[config.mk]
export PLATFORM = sky130hd
export DESIGN_NAME = proc_sequencer_flat
export DESIGN_NICKNAME = d
export VERILOG_FILES = /design/src/rtl/proc_sequencer_pkg.sv /design/src/rtl/proc_sequencer_if.sv /design/src/rtl/proc_sequencer_timeout.sv /design/src/rtl/proc_sequencer.sv /design/src/flat_wrapper.sv
export SDC_FILE = /design/constraint.sdc
export NUM_CORES = 1
export LEC_CHECK = 0
export ABC_AREA = 1
export CAP_MARGIN = 10
export CORE_AREA = 2 2 97 99
export DETAILED_ROUTE_END_ITERATION = 8
export DIE_AREA = 0 0 99 101
export PLACE_DENSITY_LB_ADDON = 0.2
export SLEW_MARGIN = 20
export SYNTH_ARGS = -nofsm -noshare
export SYNTH_HDL_FRONTEND = slang
export SYNTH_SLANG_ARGS = --single-unit
[constraint.sdc]
create_clock -name clk -period 3.22 [get_ports clk]
set_clock_uncertainty 0.2 [all_clocks]
set_input_delay 0.644 -clock clk [delete_from_list [all_inputs] [get_ports clk]]
set_output_delay 0.644 -clock clk [all_outputs]
set_load 0.02 [all_outputs]
[src/rtl/proc_sequencer_pkg.sv]
// Shared encodings for the RV32I multi-cycle sequencer: FSM states,
// destination data source codes and the reset NOP.
package proc_pkg;

    typedef enum logic [2:0] {
        SEQ_FETCH  = 3'd0,
        SEQ_DECODE = 3'd1,
        SEQ_EXEC   = 3'd2,
        SEQ_MEM    = 3'd3,
        SEQ_WB     = 3'd4,
        SEQ_TRAP   = 3'd5
    } seq_state_t;

    localparam logic [1:0] SRC_MEM  = 2'd0;
    localparam logic [1:0] SRC_FLOW = 2'd1;
    localparam logic [1:0] SRC_ALU  = 2'd2;
    localparam logic [1:0] SRC_NONE = 2'd3;

    localparam logic [31:0] NOP_INSTR = 32'h0000_0013;

    function automatic logic is_word_aligned(input logic [31:0] addr);
        return addr[1:0] == 2'b00;
    endfunction

endpackage

[src/rtl/proc_sequencer_if.sv]
// Instruction and data memory handshake bundle between the sequencer
// (master) and the memory subsystem (slave).
interface proc_sequencer_if;

    logic        imem_req;
    logic [31:0] imem_addr;
    logic        imem_ack;
    logic [31:0] imem_rdata;
    logic        dmem_req;
    logic        dmem_we;
    logic        dmem_ack;

    modport master (
        output imem_req, imem_addr, dmem_req, dmem_we,
        input  imem_ack, imem_rdata, dmem_ack
    );

    modport slave (
        input  imem_req, imem_addr, dmem_req, dmem_we,
        output imem_ack, imem_rdata, dmem_ack
    );

endinterface

[src/rtl/proc_sequencer_timeout.sv]
// 8-bit memory wait counter; expired fires on the LIMIT-th consecutive
// waiting cycle so the sequencer can trap on that same edge.
module proc_seq_timeout #(
    parameter int LIMIT = 255
) (
    input  logic clk,
    input  logic rst_n,
    input  logic clear,
    input  logic enable,
    output logic expired
);

    logic [7:0] count;

    always_ff @(posedge clk or negedge rst_n) begin
        if (!rst_n) begin
            count <= 8'd0;
        end else if (clear) begin
            count <= 8'd0;
        end else if (enable) begin
            count <= count + 8'd1;
        end
    end

    assign expired = enable && (count == 8'(LIMIT - 1));

endmodule

[src/rtl/proc_sequencer.sv]
// Multi-cycle FETCH/DECODE/EXEC/MEM/WB control FSM with a sticky TRAP state.
// Optional PROC_SEQ_PERF_EN adds cycle_count and retired_count outputs.
module proc_sequencer
    import proc_pkg::*;
#(
    parameter logic [31:0] RESET_PC    = 32'h0000_0000,
    parameter int          MEM_TIMEOUT = 255
) (
    input  logic        clk,
    input  logic        rst_n,
    proc_sequencer_if.master bus,
    output logic [31:0] instr,
    input  logic        dec_reg_write_enable,
    input  logic        dec_mem_write_enable,
    input  logic [1:0]  dec_dst_data_source,
    input  logic [4:0]  dec_rd,
    input  logic        dec_exception,
    input  logic [31:0] next_pc,
    output logic        rf_we,
    output logic [31:0] pc,
`ifdef PROC_SEQ_PERF_EN
    output logic [31:0] cycle_count,
    output logic [31:0] retired_count,
`endif
    output logic [2:0]  state,
    output logic        halted
);

    seq_state_t state_q;
    logic       imem_req_q;
    logic       dmem_req_q;
    logic       dmem_we_q;
    logic       waiting;
    logic       clear_wait;
    logic       expired;
    logic       wr_strobe;

    assign bus.imem_req  = imem_req_q;
    assign bus.imem_addr = pc;
    assign bus.dmem_req  = dmem_req_q;
    assign bus.dmem_we   = dmem_we_q;
    assign state         = state_q;

    assign wr_strobe  = dec_reg_write_enable && (dec_rd != 5'd0);
    assign waiting    = ((state_q == SEQ_FETCH) && imem_req_q && !bus.imem_ack) ||
                        ((state_q == SEQ_MEM)   && dmem_req_q && !bus.dmem_ack);
    // Holding the counter clear outside FETCH/MEM guarantees it starts at 0 on entry.
    assign clear_wait = !((state_q == SEQ_FETCH) || (state_q == SEQ_MEM));

    proc_seq_timeout #(.LIMIT(MEM_TIMEOUT)) u_timeout (
        .clk     (clk),
        .rst_n   (rst_n),
        .clear   (clear_wait),
        .enable  (waiting),
        .expired (expired)
    );

    // rf_we is armed on entry to WB so it is high for exactly the WB cycle.
    always_ff @(posedge clk or negedge rst_n) begin
        if (!rst_n) begin
            state_q    <= SEQ_FETCH;
            pc         <= RESET_PC;
            instr      <= NOP_INSTR;
            imem_req_q <= 1'b0;
            dmem_req_q <= 1'b0;
            dmem_we_q  <= 1'b0;
            rf_we      <= 1'b0;
            halted     <= 1'b0;
        end else begin
            rf_we <= 1'b0;
            case (state_q)
                SEQ_FETCH: begin
                    if (!imem_req_q) begin
                        imem_req_q <= 1'b1;
                    end else if (bus.imem_ack) begin
                        instr      <= bus.imem_rdata;
                        imem_req_q <= 1'b0;
                        state_q    <= SEQ_DECODE;
                    end else if (expired) begin
                        imem_req_q <= 1'b0;
                        halted     <= 1'b1;
                        state_q    <= SEQ_TRAP;
                    end
                end
                SEQ_DECODE: begin
                    if (dec_exception) begin
                        halted  <= 1'b1;
                        state_q <= SEQ_TRAP;
                    end else begin
                        state_q <= SEQ_EXEC;
                    end
                end
                SEQ_EXEC: begin
                    if ((dec_dst_data_source == SRC_MEM) || dec_mem_write_enable) begin
                        dmem_req_q <= 1'b1;
                        dmem_we_q  <= dec_mem_write_enable;
                        state_q    <= SEQ_MEM;
                    end else begin
                        rf_we   <= wr_strobe;
                        state_q <= SEQ_WB;
                    end
                end
                SEQ_MEM: begin
                    if (bus.dmem_ack) begin
                        dmem_req_q <= 1'b0;
                        dmem_we_q  <= 1'b0;
                        rf_we      <= wr_strobe;
                        state_q    <= SEQ_WB;
                    end else if (expired) begin
                        dmem_req_q <= 1'b0;
                        dmem_we_q  <= 1'b0;
                        halted     <= 1'b1;
                        state_q    <= SEQ_TRAP;
                    end
                end
                SEQ_WB: begin
                    if (!is_word_aligned(next_pc)) begin
                        halted  <= 1'b1;
                        state_q <= SEQ_TRAP;
                    end else begin
                        pc         <= next_pc;
                        imem_req_q <= 1'b1;
                        state_q    <= SEQ_FETCH;
                    end
                end
                SEQ_TRAP: begin
                    state_q <= SEQ_TRAP;
                end
                default: begin
                    imem_req_q <= 1'b0;
                    dmem_req_q <= 1'b0;
                    dmem_we_q  <= 1'b0;
                    halted     <= 1'b1;
                    state_q    <= SEQ_TRAP;
                end
            endcase
        end
    end

`ifdef PROC_SEQ_PERF_EN
    always_ff @(posedge clk or negedge rst_n) begin
        if (!rst_n) begin
            cycle_count   <= 32'd0;
            retired_count <= 32'd0;
        end else begin
            if (state_q != SEQ_TRAP) begin
                cycle_count <= cycle_count + 32'd1;
            end
            if ((state_q == SEQ_WB) && is_word_aligned(next_pc)) begin
                retired_count <= retired_count + 32'd1;
            end
        end
    end
`endif

endmodule

[src/flat_wrapper.sv]
// flat-port wrapper written by rule: the top's interface ports become plain ports
module proc_sequencer_flat import proc_pkg::*;
#(
    parameter logic [31:0] RESET_PC    = 32'h0000_0000,
    parameter int          MEM_TIMEOUT = 255
)
  (clk, rst_n, instr, dec_reg_write_enable, dec_mem_write_enable, dec_dst_data_source, dec_rd, dec_exception, next_pc, rf_we, pc, state, halted, bus_imem_req, bus_imem_addr, bus_dmem_req, bus_dmem_we, bus_imem_ack, bus_imem_rdata, bus_dmem_ack);
  proc_sequencer_if bus_i ();
  input  logic clk;
  input  logic rst_n;
  output logic [31:0] instr;
  input  logic dec_reg_write_enable;
  input  logic dec_mem_write_enable;
  input  logic [1:0] dec_dst_data_source;
  input  logic [4:0] dec_rd;
  input  logic dec_exception;
  input  logic [31:0] next_pc;
  output logic rf_we;
  output logic [31:0] pc;
  output logic [2:0] state;
  output logic halted;
  output wire logic [$bits(bus_i.imem_req)-1:0] bus_imem_req;
  output wire logic [$bits(bus_i.imem_addr)-1:0] bus_imem_addr;
  output wire logic [$bits(bus_i.dmem_req)-1:0] bus_dmem_req;
  output wire logic [$bits(bus_i.dmem_we)-1:0] bus_dmem_we;
  input wire logic [$bits(bus_i.imem_ack)-1:0] bus_imem_ack;
  input wire logic [$bits(bus_i.imem_rdata)-1:0] bus_imem_rdata;
  input wire logic [$bits(bus_i.dmem_ack)-1:0] bus_dmem_ack;
  assign bus_imem_req = bus_i.imem_req;
  assign bus_imem_addr = bus_i.imem_addr;
  assign bus_dmem_req = bus_i.dmem_req;
  assign bus_dmem_we = bus_i.dmem_we;
  assign bus_i.imem_ack = bus_imem_ack;
  assign bus_i.imem_rdata = bus_imem_rdata;
  assign bus_i.dmem_ack = bus_dmem_ack;
  proc_sequencer #(.RESET_PC(RESET_PC), .MEM_TIMEOUT(MEM_TIMEOUT)) u_core (.clk(clk), .rst_n(rst_n), .bus(bus_i), .instr(instr), .dec_reg_write_enable(dec_reg_write_enable), .dec_mem_write_enable(dec_mem_write_enable), .dec_dst_data_source(dec_dst_data_source), .dec_rd(dec_rd), .dec_exception(dec_exception), .next_pc(next_pc), .rf_we(rf_we), .pc(pc), .state(state), .halted(halted));
endmodule
==> flow_summary.ini <==
[run_status]
outcome = finished, final reports clean

[drt]
postRouteWirelength_mm = 9.27
ant_nets = 0
wl_per_cell_um = 14.3
drt_drc_violations_left = 0
vias_per_cell = 4.82
dr.pass1.iters = 4
drtIter0Drc = 88
vias = 3131

[clock_tree]
tritoncts = built
clock_path_buffers = 2
cts.sinks = 80
insertion_delay_ns = 0.34
htreeDepth = 3
cts-buffers-inserted = 9
cts_root_buf = clkbuf_8
clk_pin_slew_ns = 0.08
post_cts_buffers = 0
cts_resized = 0
holdBufCountCts = 0

[worst_setup_path]
path_cells = clkdlybuf4s50_1
critPathLaunchType = register
critPathKind = reg2out
timing.critical_path.to_type = primary output
cpPeakStageDelay_ns = 0.68
cp_max_fo = 8
arrival_ns = 1.56
cp.buffers_inverters = 1
required_ns = 2.38
cp_slowest_cell = clkdlybuf4s50_1
crit_family = buffers and inverters

[timing]
hold_viol_final = 0
max_freq_mhz = 415
min_period_over_period_pct = 74.8
holdWs_ns = 0.00819
slew_headroom_pct = 59.2
rsz0062_at_grt = false
finalSetupViolCount = 0
worstMarginPinSlew_ns = 0.611
tns_ns = 0
period_minus_slack_ns = 2.41
slew_violations = 0

[final_layout]
final_cell_count_no_fill = 649
layout.nets = 614
fill_cells = 728
multi_input_area_sq_um = 1380
layout-drive-gt1-share_pct = 11.9
ff_latch_area_sq_um = 2010
syn_to_final_growth_pct = 47.2
antenna_cells = 0

[placement]
place_inst = 633
hpwl_mm = 6.68
gp_congestion = 0.915
port_buffers = 181

[synthesis]
async_reset_ff_share_pct = 100
ys_ff_latch = 80
synth_edf_count = 0
synth_fa_ha_area_share_pct = 0.650
muxShareOfSynthArea_pct = 11.3
syn_area_per_cell_sq_um = 10.0
yosysMostFrequentCell = nand2_1
synth_top_area_share_pct = 50.1
synth_top_family_by_area = simple AND/OR/NAND/NOR gates
synth_area_sq_um = 3850
synthXorXnorAreaFrac_pct = 0.455
ys_top_cells_by_area = dfrtp_1, mux2_4, nand2_1
yosysWarnings = 0
yosys.area.top_type = dfrtp_1
ys_seq_area_share_pct = 52.1
synth_nets = 465
synth.top_cells.by_count = nand2_1, dfrtp_1, o21ai_0, buf_4, mux2_4
synth_ff_type = dfrtp_1
ys_types = 27
synth_compound_area_share_pct = 5.98
syn-instance-count = 385
yosys.area_share.simple_pct = 17.5

[job]
max_cap_viol_count = 0

[floorplanning]
initial_utilization_pct = 42.9
fp.dieW_um = 99
chipHeight_um = 101
die_area_sq_um = 10000
fp-row-count = 35
core-area_sq_um = 8980
ioPinCount = 182

[grt]
grt_max_degree = 79
grt_pass1_wl_mm = 14.8
grtUsageTotal_pct = 18.6
first_global_vias = 3041
antenna_found_initial = 0
grt.overflow.total = 0

[worst_hold_path]
worstHoldPathType = in2async

[power]
cellPowerDensity_nw_per_um2 = 971
peakVddDrop_mv = 0.433
leakage_nw = 2.63
## layout by cell type (no fill, tap or decap), drive strengths merged
master and instances:
clkbuf 9, bufinv 1, dfrtp 77, dfstp 3, nand4 3, clkdlybuf4s50 180, clkinvlp 1, mux2 30
a21oi 5, buf 4, clkinv 4, ha 2, nor2 26, nand2 99, nand3 20, nor3 2
o21ai 41, xor2 2, nand3b 2, inv 27
## state kept, by name, indices dropped and copies added (netlist names)
name	flops
u_core.rf_we	1
u_core.halted	1
u_core.bus.imem_addr	32
u_core.bus.dmem_req	1
u_core.instr	32
u_core.bus.dmem_we	1
u_core.u_timeout.count	8
u_core.state	3
u_core.bus.imem_req	1
## final timing paths
check	cells past startpoint	startpoint	slack, ns	endpoint
max in group asynchronous	3	rst_n	2.03	u_core.instr[0]
hold / removal	1	rst_n	0.008	u_core.bus.imem_addr[26]
setup reg to reg	7	u_core.state[0]	1.20	u_core.instr[24]
hold reg to reg	2	u_core.bus.dmem_we	0.27	u_core.bus.dmem_we
setup / recovery	1	u_core.state[2]	0.81	state[2]
min in group clk	2	u_core.bus.dmem_we	0.27	u_core.bus.dmem_we
## layer usage
metal / track usage [%] / routed length [um]
met1: 24.2 / 3930
met2: 29.1 / 4290
met4: 7.27 / 190
met5: 0 / 0
met3: 5.69 / 852
## metrics by stage
stage               power [W]  cell area, sq um  util (%)  setup slack [ns]
floorplan             0.00362              3850         -              1.49
global placement      0.00478              5450      60.7             0.764
detailed placement    0.00483              5450      60.7             0.722
CTS                   0.00556              5640      62.8             0.790
global route          0.00584              5670      63.1             0.735
finish                0.00550              5670      63.1             0.812
## power by group
| part | switching, W | internal, W |
|---|---|---|
| Combinational | 0.00156 | 0.00150 |
| Clock | 0.000355 | 0.000351 |
| Sequential | 0.000313 | 0.00142 |
## cell families (layout without fill, tap and decap cells)
| group | after synthesis | after routing |
|---|---|---|
| xor gates and xnor gates | 2 | 2 |
| muxes | 30 | 30 |
| adders and majority gates | 2 | 2 |
| buffers and inverters | 73 | 226 |
| DFF | 80 | 80 |
| and+or+nand+nor | 152 | 152 |
| AOI/OAI and AO/OA | 46 | 46 |
## cell type report
cell class	count	share of cell area (%)
Timing Repair Buffer	184	32.7
Sequential cell	80	35.4
Inverter	27	1.79
Multi-Input combinational cell	232	24.4
Clock buffer	9	2.19
Clock inverter	6	1.08
Tap cell	111	2.45
No activity file was read; power rests on OpenSTA's default activity.
